**src/rtl/core_fetch_queue.sv**
```systemverilog
// core_fetch_queue: instruction prefetch queue placed in front of the execute stage.
//
// Sequential fetches are issued ahead of execution into a DEPTH-entry FIFO. Each entry holds
// the instruction word and its PC+1 (the return/next address the execute stage expects).
// A redirect (jump, interrupt, RTI) flushes the queue and reloads the fetch PC. A hold
// (boot, pause, HLT, memory-instruction cycles) suppresses new requests and keeps the queue.
//
// Optional feature macro: FETCHQ_BYPASS_EN
//   When defined, a word granted into an empty queue is presented at the head in the same
//   cycle. If it is also taken that cycle, it is never written into the queue.
//
// Ports:
//   i_clk           clock, all state updates on the rising edge
//   i_rstn          asynchronous active-low reset
//   o_fetchAddr     word address of the requested fetch (the fetch PC)
//   o_fetchReq      fetch request this cycle
//   i_fetchGnt      memory serviced the request; i_fetchData valid in the same cycle
//   i_fetchData     instruction word at o_fetchAddr
//   i_hold          suppress new requests, keep queue contents
//   i_redirect      flush the queue and load the fetch PC from i_redirectAddr
//   i_redirectAddr  new fetch PC
//   o_instrValid    head entry valid
//   o_instr         head instruction, zero when not valid
//   o_instrPC       head instruction address + 1, zero when not valid
//   i_instrTake     execute stage consumes the head this cycle
//   o_count         number of valid entries
module core_fetch_queue #(
  parameter int unsigned       DATA_W     = 16,
  parameter int unsigned       ADDR_W     = 15,
  parameter int unsigned       DEPTH      = 4,
  parameter logic [ADDR_W-1:0] RESET_ADDR = '0
) (
  input  logic                     i_clk,
  input  logic                     i_rstn,
  output logic [ADDR_W-1:0]        o_fetchAddr,
  output logic                     o_fetchReq,
  input  logic                     i_fetchGnt,
  input  logic [DATA_W-1:0]        i_fetchData,
  input  logic                     i_hold,
  input  logic                     i_redirect,
  input  logic [ADDR_W-1:0]        i_redirectAddr,
  output logic                     o_instrValid,
  output logic [DATA_W-1:0]        o_instr,
  output logic [ADDR_W-1:0]        o_instrPC,
  input  logic                     i_instrTake,
  output logic [$clog2(DEPTH):0]   o_count
);

  localparam int unsigned PTR_W = $clog2(DEPTH);
  localparam int unsigned CNT_W = PTR_W + 1;

  logic [ADDR_W-1:0] fetchPc_q;
  logic [PTR_W-1:0]  wrPtr_q, rdPtr_q;
  logic [CNT_W-1:0]  count_q, count_d;

  logic [DATA_W-1:0] instrMem [DEPTH];
  logic [ADDR_W-1:0] pcMem    [DEPTH];

  logic              full, empty;
  logic              fetchReq, grant;
  logic              bypass;
  logic              headValid, take;
  logic              push, pop;
  logic [ADDR_W-1:0] fetchPcInc;

  assign full       = (count_q == CNT_W'(DEPTH));
  assign empty      = (count_q == '0);
  assign fetchPcInc = fetchPc_q + 1'b1;

  // Request depends only on registered state and hold/redirect, never on take, so a full
  // queue does not request even when the head is popped in the same cycle. Gated by reset
  // so no request is visible while the core is held in reset.
  assign fetchReq = i_rstn & ~i_hold & ~i_redirect & ~full;
  assign grant    = fetchReq & i_fetchGnt;

`ifdef FETCHQ_BYPASS_EN
  // grant already excludes redirect, so a redirect cycle never bypasses.
  assign bypass = empty & grant;
`else
  assign bypass = 1'b0;
`endif

  assign headValid = ~empty | bypass;
  assign take      = i_instrTake & headValid & ~i_redirect;

  // A bypassed word that is taken immediately never touches the storage.
  assign push = grant & ~(bypass & take);
  assign pop  = take & ~bypass;

  always_comb begin
    count_d = count_q;
    unique case ({push, pop})
      2'b10:   count_d = count_q + 1'b1;
      2'b01:   count_d = count_q - 1'b1;
      default: count_d = count_q;
    endcase
  end

  always_ff @(posedge i_clk or negedge i_rstn) begin
    if (!i_rstn) begin
      fetchPc_q <= RESET_ADDR;
      wrPtr_q   <= '0;
      rdPtr_q   <= '0;
      count_q   <= '0;
    end else if (i_redirect) begin
      fetchPc_q <= i_redirectAddr;
      wrPtr_q   <= '0;
      rdPtr_q   <= '0;
      count_q   <= '0;
    end else begin
      if (grant) fetchPc_q <= fetchPcInc;
      if (push)  wrPtr_q   <= wrPtr_q + 1'b1;
      if (pop)   rdPtr_q   <= rdPtr_q + 1'b1;
      count_q <= count_d;
    end
  end

  // Storage needs no reset: entries are only visible through count_q.
  always_ff @(posedge i_clk) begin
    if (push) begin
      instrMem[wrPtr_q] <= i_fetchData;
      pcMem[wrPtr_q]    <= fetchPcInc;
    end
  end

  always_comb begin
    o_instr   = '0;
    o_instrPC = '0;
    if (bypass) begin
      o_instr   = i_fetchData;
      o_instrPC = fetchPcInc;
    end else if (!empty) begin
      o_instr   = instrMem[rdPtr_q];
      o_instrPC = pcMem[rdPtr_q];
    end
  end

  assign o_fetchAddr  = fetchPc_q;
  assign o_fetchReq   = fetchReq;
  assign o_instrValid = headValid;
  assign o_count      = count_q;

endmodule

```
**config.mk**
```make
export PLATFORM = sky130hd
export DESIGN_NAME = core_fetch_queue
export DESIGN_NICKNAME = d
export VERILOG_FILES = /design/src/rtl/core_fetch_queue.sv
export SDC_FILE = /design/constraint.sdc
export NUM_CORES = 1
export LEC_CHECK = 0
export ABC_AREA = 0
export CAP_MARGIN = 20
export CORE_MARGIN = 4
export CORE_UTILIZATION = 35
export DETAILED_ROUTE_END_ITERATION = 6
export GPL_TIMING_DRIVEN = 0
export PLACE_DENSITY_LB_ADDON = 0.1
export SYNTH_ARGS = -nofsm -noshare
export SYNTH_HDL_FRONTEND = slang
export SYNTH_SLANG_ARGS = --single-unit
```
**constraint.sdc**
```tcl
create_clock -name i_clk -period 2.5 [get_ports i_clk]
set_input_delay 0.375 -clock i_clk [delete_from_list [all_inputs] [get_ports i_clk]]
set_output_delay 0.375 -clock i_clk [all_outputs]
set_load 0.005 [all_outputs]
```
After elaboration in Yosys (flattened, before gate mapping)
Memories as Yosys holds them, arrays and structs flattened.
Index checks and enable logic that the tools add are counted.
Cells by class
  reduce and logical (&&, ||, !) cells: 4
  multiplexer cells: 12
  bitwise operators: 10
  equality and inequality tests: 3
  add/subtract/negate cells: 5
Operators by type and width (count)
  $mux W15: 3
  $mux W16: 1
  $add A15 B1 Y15 const B: 1
  $mux W2: 4
  $and A1 B1 Y1: 6
  $pmux W3 S2: 1
  $add A2 B1 Y2 const B: 2
  $not A1 Y1: 4
  $reduce_bool A2 Y1: 2
  $add A3 B1 Y3 const B: 1
  $eq A3 B3 Y1 const B: 1
  $logic_not A3 Y1: 1
  $mux W3: 1
  $reduce_bool A3 Y1: 1
  $sub A3 B1 Y3 const B: 1
  $eq A2 B1 Y1 const B: 1
  $eq A2 B2 Y1 const B: 1
  $mux W1: 2
Word-level totals
  output and inout bits: 51
  register bits after elaboration: 22
  logic and storage cells: 40
  memories: 2
  input port bits: 37
  bits in writable memories: 124
Memories
  instrMem: words 4, width 16, rd ports 1, clocked after memory_dff 0, wr ports 1, line 56  | logic [DATA_W-1:0] instrMem [DEPTH];
  pcMem: words 4, width 15, rd ports 1, clocked after memory_dff 0, wr ports 1, line 57  | logic [ADDR_W-1:0] pcMem [DEPTH];

Logic depth before layout (Yosys ltp)
Gate-level depths: netlist (run 1).
  word-level depth: 8
  gate-level depth with buffers: 10
  gate-level depth less buffers: 8

Worst setup path before layout (run 1)
Ideal clock, no wire load.
  path kind: input to register
  from: input port i_redirect
  to: register count_q[2], in the netlist o_count[2]
  data arrival time: 2236 ps
  library setup time: 136 ps
  required time: 2364 ps
  path slack: 128 ps
  buffers on the path: 2
  cell stages on the path: 10
  path through: clkbuf_1 nand4bb_1 nor2_1 buf_2 nor3_1 fa_1 inv_1 o32ai_1 a22oi_1 a21oi_1
On the way
  word-level cells in the longest chain between the ends: 7
  elaborated cells on any way between the ends: 10
  classes of those cells: eq/ne (2); mux (2); bitwise (5); reduce/logical (1)
RTL lines
  from (decl): line 40  | input logic i_redirect,
  $not A1 Y1: line 73, 84
  $and A1 B1 Y1 (2 in series): line 73  | assign fetchReq = i_rstn & ~i_hold & ~i_redirect & ~full;
  $and A1 B1 Y1: line 74  | assign grant = fetchReq & i_fetchGnt;
  $eq A2 B1 Y1 or $eq A2 B2 Y1 (tied branches): line 92  | unique case ({push, pop})
  $pmux W3 S2: line 92
  $mux W3: line 105  | end else if (i_redirect) begin
  to (signal assigned): line 114  | count_q <= count_d;
  to (decl): line 54  | logic [CNT_W-1:0] count_q, count_d;
Parallel ways exist; a longest one is shown, timed or not.
A chain may end at the register's enable or synchronous reset.

Worst setup path in the final report (run 1)
  from: register rdPtr_q[0]
  to: output port o_instrPC[9]
On the way
  word-level cells in the longest chain between the ends: 2
RTL lines
  from (decl): line 53  | logic [PTR_W-1:0] wrPtr_q, rdPtr_q;
  from (signal assigned): line 113  | if (pop) rdPtr_q <= rdPtr_q + 1'b1;
  $mem_v2 Z4 W15
  $mux W15: line 132  | end else if (!empty) begin
  to (decl): line 44  | output logic [ADDR_W-1:0] o_instrPC,
No other way between the ends.

==> results of run 1 <==
power by group:
group | switching [mW] | internal (mW)
logic | 0.414 | 0.627
clock network | 0.931 | 1.38
registers | 0.0636 | 2.72
timing repair:
item,in CTS,in global routing
gates resized for setup,39,53
hold buffers,0,0
buffers inserted,3,13
pin swaps,1,3
setup endpoints to repair,35,23
gates cloned,0,2
area by class of cell:
cell class / instances / area (um2)
inverter: 6 / 22.5
tap: 225 / 282
fill: 1506 / 8940
multi-input combinational: 188 / 1850
timing repair buffer: 110 / 1230
sequential: 146 / 4280
buffer: 19 / 154
clock inverter: 11 / 91.3
clock buffer: 21 / 450
per-layer routing:
metal | share of wire (%) | GRT usage, % | vias up
met2 | 50 | 24.1 | 107
li1 | - | - | 1676
met1 | 44 | 18.6 | 1859
met4 | 1.1 | 4.28 | 0
met3 | 4.7 | 4.24 | 11
met5 | 0 | 0 | -
worst min path at each step:
stage,from,end,depth (start not counted)
finish,i_rstn,o_fetchAddr[5],1
global route,i_rstn,o_fetchAddr[4],1
detailed placement,o_fetchAddr[13],o_fetchAddr[13],2
CTS,i_rstn,o_fetchAddr[2],1
global placement,wrPtr_q[0],wrPtr_q[0],1
floorplan,i_rstn,o_count[0],0
Yosys cell counts (all sizes together) (3+ instances only):
library cell    n  area share, %
mux2i           3           0.48
and2           31            3.1
o21ai           4           0.32
nand2           9           0.55
ha              5            1.0
nor2            6           0.36
edfxtp        124             60
xnor2          10            1.4
and3            5           0.50
dfrtp          22            8.9
mux4           31             11
clkbuf         12           0.75
xor2            6           0.85
inv             6           0.36
nand4           3           0.40
a22oi           7           0.85
a221o           6           0.99
nor3            8           0.65
nand3          15            1.3
buf             9           0.69
a21o            6           0.73
or3             5           0.50
metrics by stage:
step           total power, mW  instances  cell area [um2]  setup TNS, ps
3_3_place_gp              3.71        673             7350        -242240
2_1_floorplan             3.24        361             6190              0
3_5_place_dp              3.73        678             7450         -47640
6_report                  6.14        726             8360              0
4_1_cts                   6.08        711             8060          -2670
5_1_grt                   6.39        726             8360          -54.7
cell families (layout without fill, tap and decap cells):
kind of cell | count (synthesis) | after routing | share of synthesized area (%)
adders and majority gates | 6 | 6 | 1.33
DFF | 146 | 146 | 69.0
and+or+nand+nor | 100 | 100 | 9.78
muxes | 35 | 35 | 11.9
AOI/OAI and AO/OA | 31 | 31 | 3.90
buffers and inverters | 27 | 167 | 1.80
xor gates and xnor gates | 16 | 16 | 2.26
registers in the layout, indices dropped and copies added, names as in the netlist:
signal	count
pcMem	60
o_count	3
instrMem	64
rdPtr_q	2
wrPtr_q	2
o_fetchAddr	15
worst max-delay path, cell delays in order, from the launching register on:
cell and delay, ps:
sky130_fd_sc_hd__dfrtp_2 380, sky130_fd_sc_hd__buf_12 140, sky130_fd_sc_hd__buf_12 110, sky130_fd_sc_hd__buf_12 120
sky130_fd_sc_hd__mux4_2 490, sky130_fd_sc_hd__and2_1 170, sky130_fd_sc_hd__dlygate4sd2_1 260
==> summary.md, run 1 <==
The logs give 9310 um for the total half-perimeter wirelength after legalization and detailed placement and 0 for the overall overflow remaining after global route. At the later pin of the worst-skew pair, clock insertion delay measures 420 ps. The run gives 21700 um as the global-route wire length before repair.

Most frequent standard cell in the layout excluding fill and tap cells: sky130_fd_sc_hd__edfxtp_1. The pre-antenna-repair detailed-routing pass consisted of 4 iterations. The run gives 404 as the synthesized netlist net count. Detailed-route wire length per cell: 19.4 um.

In this run the clock root is driven by a sky130_fd_sc_hd__clkbuf_16. The number of pins exceeding their max-slew limit in the final report came out at 0. Across all hold checks on the routed design, the worst slack comes to 44.1 ps. The number of remaining DRC errors is 0, and the total routed wirelength is 14100 um. For this run, the register share of the synthesized area comes to 69.0%. Clock-pin slew was measured on the worst setup and hold paths at 60 ps. The flow ran to the end, and the final reports show no timing, DRC or antenna violations.

The number of synthesized flops with an enable pin works out to 124. At the pin with the least slew margin, the transition time is 614 ps. The floorplan has 48 rows.

Number of distinct standard cells referenced by the synthesized netlist: 50. The share of post-route cells with drive strength above 1 is 25.0%, and the overall die area is 19900 um2. The I/O pin total is 88, and the number of violations of the max-capacitance limit is 0.

Relative to the synthesized area, the layout overhead comes to 35.0%. Counting flops and latches in the post-synthesis netlist gives 146. Worst hold path class: input port to async pin. The worst register-to-register path has a depth of 10. For this design the ratio of total power to cell area is 734 nW/um2.

Largest fanout of any net on the critical path: 7. In this run the tool buffered the top-level ports with 87 buffer cells. During synthesis, Yosys emitted a total of 0 warnings. The post-placement worst setup slack was -1080 ps. The initial antenna violation count was 0; the number of buffers created by CTS was 17. In this run the worst setup path terminates at o_instrPC[9]. The signal arrival time at the worst endpoint came out at 2080 ps.

The worst-case vdd ir drop was 489 uV; the number of DRC markers in iteration 0 was 184. The initial utilization of the core area, before any placement, comes to 35.8%. The tools report the utilization of the core after routing as 48.3%. The leading register cell type out of synthesis was sky130_fd_sc_hd__edfxtp_1. Count of final hold-check violations: 0. The setup slack after layout is 47.4 ps. The worst register-to-register path begins at o_count[0].

For the routed via count, the log shows 3653. The final layout contains 531 nets. The max-slew headroom at the worst pin is 59.1%, and the final period utilization is 98.1%.

In this run the cell area of the synthesized design comes to 6190 um2. The number of nets with antenna violations after routing is 0. For the clock net sink count, the log shows 146. Number of instances in the synthesized netlist: 361. The floorplan step set the die width to 141 um. The average footprint of a synthesized cell was 17.2 um2.

0 antenna diodes ended up in the layout. The setup path with the least slack is of type flop to output pin. Kind of end point of the critical path: an output pin.

The proportion of synthesized flip-flops having asynchronous set or reset was 15.1%; the required time of the critical path was 2120 ps. Counting along the longest clock path gives a buffer depth of 2. Global routing used 14.5% of the available tracks across all layers.

The endpoint identified for the worst register-to-register timing path is o_count[2]. Leaving out fill and tap cells, the most frequent cells in the layout are 124 x sky130_fd_sc_hd__edfxtp_1, 54 x sky130_fd_sc_hd__clkdlybuf4s50_1, 31 x sky130_fd_sc_hd__mux4_2, 23 x sky130_fd_sc_hd__and2_1, 21 x sky130_fd_sc_hd__dlymetal6s2s_1. The tools report the kind of start point of the critical path as a flop.

The logs give 30 for the pin count of the biggest net entering global routing and 0 for the final setup violation count. Measured along the y axis, the die boundary spans 141 um. The reg-to-reg setup timing slack was 230 ps. In this run the static leakage power is 3.25 nW. TritonCTS built the clock tree.

CTS built an H-tree with a depth of 4. The minimum clock period after layout is 2450 ps, and the post-route clock skew is 10.4 ps. The total area inside the core boundary comes to 17300 um2. The per-cell via count in the routed design was 5.03; the final weighted congestion in routability-driven placement was 0.757. Based on the critical path, the design can be clocked at up to 0.408 GHz. Tracing the worst setup path back leads to its startpoint at rdPtr_q[0].

The number of global-route vias before repair is 3869.
Power figures use the tool's default switching activity.
==> run 2: changes to the inputs <==
--- a/config.mk
+++ b/config.mk
@@ -6,11 +6,11 @@
 export NUM_CORES = 1
 export LEC_CHECK = 0
 export ABC_AREA = 0
+export ABC_CLOCK_PERIOD_IN_PS = 2500
 export CAP_MARGIN = 20
 export CORE_MARGIN = 4
 export CORE_UTILIZATION = 35
 export DETAILED_ROUTE_END_ITERATION = 6
-export GPL_TIMING_DRIVEN = 0
 export PLACE_DENSITY_LB_ADDON = 0.1
 export SYNTH_ARGS = -nofsm -noshare
 export SYNTH_HDL_FRONTEND = slang
==> run 2 against run 1 <==
First-iteration DRC count down 11%. Via count down 0.25%. Global-route usage up 0.28 points. Final area down 2.0%. Maximum frequency up 0.86%. Sequential power about the same. Largest cell class unchanged.
==> summary.md, run 2 (same netlist as run 1, synthesis figures left out) <==
The run finished with clean final reports. The clock net sink count came out at 146 (unchanged). The most critical setup path has its startpoint at rdPtr_q[0]. The final period utilization was 97.3% (-0.84 points). Signal arrival time at the worst endpoint: 2060 ps (-20 ps).

For the pin count of the biggest net entering global routing, the log shows 32 (+6.7%). The run gives 35.8% (unchanged) as the initial cell density of the core. The actual transition at the worst max-transition pin was 697 ps (+83.4 ps); the detailed-route wire length per cell was 19.8 um (+2.0%). The flip-flop count of the largest register, all copies and words added was 64 (unchanged). First-pass detailed-route iteration total: 4 (unchanged).

The family with the most delay on the worst path is buffers and inverters. The number of global-route vias before repair is 3846 (-0.59%), and the all-layer global routing usage is 14.8% (+0.28 points). Per-cell via count in the routed design: 5.13 (+1.9%). The number of antenna repair diodes is 0 (unchanged), and the number of remaining DRC errors is 0 (unchanged). The delay of the slowest critical-path stage came out at 430 ps (-60 ps). The clock latency reported for the late side of the worst-skew pair is 420 ps (about the same), and the number of nets with antenna violations after routing is 0 (unchanged).

The logs give 0.734 (-3.0%) for the final weighted congestion in routability-driven placement and 47.4% (-0.98 points) for the utilization of the core after routing. Share of post-route cells with drive strength above 1: 22.0% (-2.9 points). For this design, the slowest cell found on the critical path is sky130_fd_sc_hd__dfrtp_2.

Counting flops per register, the top entry is instrMem. The largest fanout of any net on the critical path works out to 3 (-4). The tools report the number of nets in the finished design as 516 (-2.8%). Setup repair after global routing could not meet its margin everywhere. The relative area change from synthesis to final layout is 32.2%, and the number of buffers created by CTS is 17 (unchanged). The die span in x was 141 um (unchanged); the number of placement rows was 48 (unchanged). In the layout the commonest cells are 124 x sky130_fd_sc_hd__edfxtp_1, 58 x sky130_fd_sc_hd__clkdlybuf4s50_1, 31 x sky130_fd_sc_hd__mux4_2, 28 x sky130_fd_sc_hd__and2_1, 24 x sky130_fd_sc_hd__dlygate4sd2_1. The run gives 493 uV (+0.84%) as the worst-case vdd ir drop. The area of all sequential standard cells came out at 4280 um2 (about the same). The required time of the critical path was 2120 ps (about the same). Leaving out fill and tap cells, the most frequent cell in the layout is sky130_fd_sc_hd__edfxtp_1.

The number of levels the H-tree was split into was 4 (unchanged); the I/O pin total was 88 (unchanged). The overall overflow remaining after global route is 0 (unchanged), and the total routed wirelength is 14000 um (-0.14%). The startpoint identified for the worst register-to-register timing path is o_count[1]. The minimum clock period after layout works out to 2430 ps (-21.0 ps). The logs give 2.94 nW (-9.7%) for the leakage power summed over all cells and 2 (unchanged) for the number of buffers on the longest clock path.

The number of instances in the placed design is 673 (-0.74%), and the final non-filler cell total is 711 (-2.1%). The number of hold buffers added after cts was 0 (unchanged); the reg-to-reg setup timing slack was 400 ps (+170 ps). The tools report the total half-perimeter wirelength after legalization and detailed placement as 8940 um (-4.0%). The post-route clock skew came out at 10.2 ps (-0.141 ps).

STA classifies the critical path startpoint as a flop. The global-route wire length before repair is 22200 um (+2.4%). The tools report the highest achievable clock rate as 0.411 GHz (+0.86%).

The setup path with the least slack is of type flop to output pin. Most numerous cell on the critical path: sky130_fd_sc_hd__buf_12. Count of final hold-check violations: 0 (unchanged). The overall die area came out at 19900 um2 (unchanged). The root buffer cell chosen for the clock tree is sky130_fd_sc_hd__clkbuf_16. The number of port buffers was 87 (unchanged). The number of violations of the max-capacitance limit was 0 (unchanged). STA classifies the critical path endpoint as an output pin. The max-slew headroom at the worst pin was 53.5% (-5.6 points). The routed via count was 3644 (-0.25%). The total power density per cell area was 774 nW/um2 (+5.4%); the area of combinational cells with multiple inputs was 1820 um2 (-1.6%). The initial antenna violation count is 0 (unchanged).

Sum of buffers and inverters on the critical path: 4 (unchanged). TritonCTS built the clock tree. The worst reg-to-reg path cell count is 9 (-1). The endpoint identified for the worst register-to-register timing path is o_count[2]. The area of the placeable core is 17300 um2 (unchanged), and the clock-pin slew on the worst setup and hold paths is 60 ps (about the same).

Walking the worst path, the cells encountered are buf_12 > buf_12 > buf_4 > mux4_2 > and2_1 > dlygate4sd2_1. For the number of pins exceeding their max-slew limit in the final report, the log shows 0 (unchanged). The final-layout fill cell count was 1512 (+0.40%). Worst hold path class: input port to async pin. The height of the chip is 141 um (unchanged), and the total stage count of the critical path is 6 (unchanged).

The number of DRC markers in iteration 0 is 164 (-11%). The run gives 0 (unchanged) as the final setup violation count.
run 2: cell count changes in the layout (fill, tap and decap cells not counted), moves of 4 or more:
cell,delta
sky130_fd_sc_hd__dlygate4sd2_1,+17
sky130_fd_sc_hd__dlymetal6s2s_1,-20
sky130_fd_sc_hd__and2_4,-5
sky130_fd_sc_hd__clkdlybuf4s50_1,+4
sky130_fd_sc_hd__buf_2,-4
sky130_fd_sc_hd__and2_1,+5
sky130_fd_sc_hd__clkdlybuf4s15_1,-4
sky130_fd_sc_hd__clkbuf_1,-5
run 2: area by class of cell:
class	instances	share of cell area, %
clock buffer	18	5.24
clock inverter	14	2.28
inverter	6	0.275
multi-input combinational	188	22.2
sequential	146	52.2
tap	225	3.44
timing repair buffer	114	14.3
run 2: stage by stage:
step	total power, mW	setup slack [ps]	setup TNS (ps)	hold WS, ps	cell area (um2)
after floorplan	3.24	128	0	79.4	6190
after global placement	3.75	230	0	559	7500
after detailed placement	3.76	156	0	576	7500
after CTS	6.41	-103	-290	295	8180
after global routing	6.60	-13.5	-18.5	327	8190
final	6.34	68.5	0	311	8190
run 2: what timing repair did:
action / 4_1_cts / 5_1_grt
endpoints found under the setup margin: 30 / 8
setup buffers: 4 / 1
gates cloned: 1 / 0
gates resized for setup: 41 / 7
pin swaps: 1 / 0
run 2: worst register-to-register path, stage by stage, from the launching register on:
cell                      delay (ps)
sky130_fd_sc_hd__dfrtp_1         370
sky130_fd_sc_hd__buf_4           160
sky130_fd_sc_hd__nor3b_1         270
sky130_fd_sc_hd__nor2_1          100
sky130_fd_sc_hd__nor3_1          220
sky130_fd_sc_hd__fa_1            270
sky130_fd_sc_hd__inv_1            80
sky130_fd_sc_hd__o32ai_1         250
sky130_fd_sc_hd__a22oi_1         130
sky130_fd_sc_hd__a21oi_1         160
run 2: power breakdown:
part | switching [mW] | internal [mW]
registers | 0.0662 | 2.72
logic | 0.398 | 0.529
clock network | 0.963 | 1.66
run 2: worst max path at each step:
stage                             end  slack [ps]
final                     o_instr[13]          70
after global routing       o_instr[6]         -10
after CTS                 o_instr[14]        -100
after detailed placement   o_count[2]         160
after global placement     o_count[2]         230
after floorplan            o_count[2]         130
run 2: routing by layer:
metal | wire length, um | GRT usage (%) | vias up
met2 | 6770 | 23.7 | 75
met5 | 0 | 0 | -
met1 | 6570 | 19.9 | 1908
met3 | 494 | 3.53 | 13
met4 | 207 | 5.05 | 0
li1 | - | - | 1648
==> run 3: changes to the inputs <==
--- a/config.mk
+++ b/config.mk
@@ -6,12 +6,13 @@
 export NUM_CORES = 1
 export LEC_CHECK = 0
 export ABC_AREA = 0
-export ABC_CLOCK_PERIOD_IN_PS = 2500
+export ABC_CLOCK_PERIOD_IN_PS = 2600
 export CAP_MARGIN = 20
 export CORE_MARGIN = 4
 export CORE_UTILIZATION = 35
 export DETAILED_ROUTE_END_ITERATION = 6
 export PLACE_DENSITY_LB_ADDON = 0.1
+export SLEW_MARGIN = 20
 export SYNTH_ARGS = -nofsm -noshare
 export SYNTH_HDL_FRONTEND = slang
 export SYNTH_SLANG_ARGS = --single-unit
==> constraint.sdc (replaced) <==
create_clock -name i_clk -period 2.6 [get_ports i_clk]
set_input_delay 0.39 -clock i_clk [delete_from_list [all_inputs] [get_ports i_clk]]
set_output_delay 0.39 -clock i_clk [all_outputs]
set_load 0.005 [all_outputs]
==> run 3 against run 2 <==
Die area unchanged. Critical path depth fell by 2. Highest routed layer unchanged. Final area shrank 1.1%. Sequential cell count unchanged. Hold slack better by 37 ps. Sequential power down 4%. Critical path type unchanged.
==> summary.md, run 3 (same netlist as run 1, synthesis figures left out) <==
The number of nets in the finished design was 513 (-0.58%); the total routed wirelength was 13700 um (-2.6%). The number of buffers on the longest clock path is 2 (unchanged), and the routed via count is 3540 (-2.9%). For the total half-perimeter wirelength after legalization and detailed placement, the log shows 9130 um (+2.2%). The sum of buffers and inverters on the critical path works out to 2 (-2). STA classifies the critical path startpoint as a flop. The worst register-to-register path begins at o_fetchAddr[0]. The post-route clock skew was 7.84 ps (-2.38 ps). The number of buffers created by CTS was 17 (unchanged).

The flip-flop count of the largest register, all copies and words added came out at 64 (unchanged). Setup repair after global routing left no endpoint under its margin. The initial cell density of the core is 35.8% (unchanged). The largest fanout of any net on the critical path is 8 (+5), and the leakage power summed over all cells is 2.86 nW (-2.7%). The total power density per cell area was 732 nW/um2 (-5.4%); the area of the placeable core was 17300 um2 (unchanged). STA classifies the critical path endpoint as an output pin.

The logs give 0 (-4) for the number of post-CTS setup repair buffers and 0 (unchanged) for the number of antenna repair diodes. By startpoint and endpoint, the worst setup path is classified as flop to output pin. The library cell used most frequently in the layout, excluding fill and tap cells, is sky130_fd_sc_hd__edfxtp_1. The number of DRC markers in iteration 0 was 154 (-6.1%); the first-pass detailed-route iteration total was 4 (unchanged).

The tools report the clock net sink count as 146 (unchanged). Final-layout fill cell count: 1518 (+0.40%). The top cell types in the final layout, fill and taps aside, are 124 x sky130_fd_sc_hd__edfxtp_1, 62 x sky130_fd_sc_hd__clkdlybuf4s50_1, 31 x sky130_fd_sc_hd__mux4_2, 31 x sky130_fd_sc_hd__and2_1, 25 x sky130_fd_sc_hd__dlygate4sd2_1. Walking the worst path, the cells encountered are buf_12 > mux4_2 > and2_1 > clkdlybuf4s50_1. The launching instance or port of the critical path is rdPtr_q[0]. The number of port buffers works out to 87 (unchanged). The routed design could run at a clock period as short as 2530 ps. The largest register by flop count was instrMem. The run gives 0 ps (unchanged) as the setup total negative slack. The tools report the overall overflow remaining after global route as 0 (unchanged). For the overall die area, the log shows 19900 um2 (unchanged).

For the final-layout worst hold slack, the log shows 348 ps (+37.2 ps). The family with the most delay on the worst path was buffers and inverters. The cell sitting at the root of the clock tree is a sky130_fd_sc_hd__clkbuf_16.

The clock-pin slew on the worst setup and hold paths is 60 ps (about the same). The run gives 465 uV (-5.6%) as the worst-case vdd ir drop. Derived from the worst setup path, the maximum achievable clock frequency is 0.395 GHz.

The pin count of the biggest net entering global routing was 34 (+6.3%); the global-route wire length before repair was 22000 um (-1.1%). The delay of the slowest critical-path stage was 510 ps (+80 ps). The tightest min-delay check is of the input port to async pin type. Height of the chip: 141 um (unchanged).

The number of global-route vias before repair is 3884 (+0.99%), and the max-slew headroom at the worst pin is 54.4% (+0.85 points). The die span in x was 141 um (unchanged). The share of post-route cells with drive strength above 1 is 19.9% (-2.1 points), and the actual transition at the worst max-transition pin is 685 ps (-12.8 ps). Number of violations of the max-capacitance limit: 0 (unchanged). The flow ran to the end, and the final reports show no timing, DRC or antenna violations.

For the final weighted congestion in routability-driven placement, the log shows 0.768 (+4.6%). The all-layer global routing usage came out at 14.5% (-0.28 points). The number of nets with antenna violations after routing was 0 (unchanged); the clock latency reported for the late side of the worst-skew pair was 410 ps (about the same).

The count of final hold-check violations is 0 (unchanged). The overall power of the completed layout was 5.92 mW (-6.5%). The signal arrival time at the worst endpoint came out at 2140 ps (+80 ps). The number of pins exceeding their max-slew limit in the final report was 0 (unchanged); the per-cell via count in the routed design was 5.00 (-2.4%). The final setup violation count is 0 (unchanged). The number of placement rows is 48 (unchanged), and the number of levels the H-tree was split into is 4 (unchanged). TritonCTS built the clock tree. The detailed-route wire length per cell was 19.3 um (-2.2%); the number of remaining DRC errors was 0 (unchanged). Library cell contributing the largest single delay on the critical path: sky130_fd_sc_hd__mux4_2. The tools report the I/O pin total as 88 (unchanged). The tools report the initial antenna violation count as 0 (unchanged).

The required time of the critical path was 2210 ps (+90 ps). The number of hold buffers added after cts was 0 (unchanged); the relative area change from synthesis to final layout was 30.7%. The worst path uses 97.4% of the clock period.
==> run 3: metal layers <==
layer | vias up | GRT usage [%] | part of all wire, %
met5 | - | 0 | 0
met4 | 0 | 5.46 | 1.5
met3 | 14 | 3.15 | 4.1
met2 | 89 | 23.3 | 49
met1 | 1793 | 19.5 | 46
li1 | 1644 | - | -
==> run 3: power breakdown <==
| group | switching (mW) | leakage (nW) | internal [mW] |
|---|---|---|---|
| registers | 0.0661 | 1.40 | 2.61 |
| logic | 0.355 | 1.19 | 0.453 |
| clock network | 0.936 | 0.273 | 1.50 |
==> run 3: worst reg2reg max path: stages (launching register included) <==
cell	delay, ps
sky130_fd_sc_hd__dfrtp_1	540
sky130_fd_sc_hd__ha_1	330
sky130_fd_sc_hd__and4_4	290
sky130_fd_sc_hd__or4b_4	510
sky130_fd_sc_hd__xnor2_1	310
==> run 3: what timing repair did <==
item,CTS,global route
gates resized for setup,26,3
pin swaps,0,0
setup endpoints to repair,28,4
==> run 3: final cells by class <==
type                            count  area, um2  area share [%]
Clock inverter                     14        163            2.01
Inverter                            6       22.5           0.278
Multi-Input combinational cell    188       1810            22.4
Clock buffer                       18        429            5.30
Tap cell                          225        282            3.48
Sequential cell                   146       4280            52.8
Timing Repair Buffer              111       1110            13.7
==> run 3: per-stage QoR <==
stage                     setup slack [ps]  util, %  cells  cell area [um2]
final                                 66.9     46.8    708             8100
after global routing                  7.77     46.8    708             8100
after CTS                             4.14     46.7    708             8080
after detailed placement               252     43.5    676             7520
after global placement                 284     43.5    676             7520
after floorplan                        213        -    361             6190
==> run 3: final timing paths <==
kind / endpoint / slack (ps) / depth (start not counted)
setup / recovery: o_instrPC[6] / 70 / 4
hold / removal: o_count[2] / 350 / 2
setup reg to reg: pcMem[3][14] / 410 / 4
hold reg to reg: wrPtr_q[0] / 560 / 1
max in group asynchronous: o_fetchAddr[11] / 1990 / 2
min in group i_clk: o_fetchAddr[1] / 540 / 3
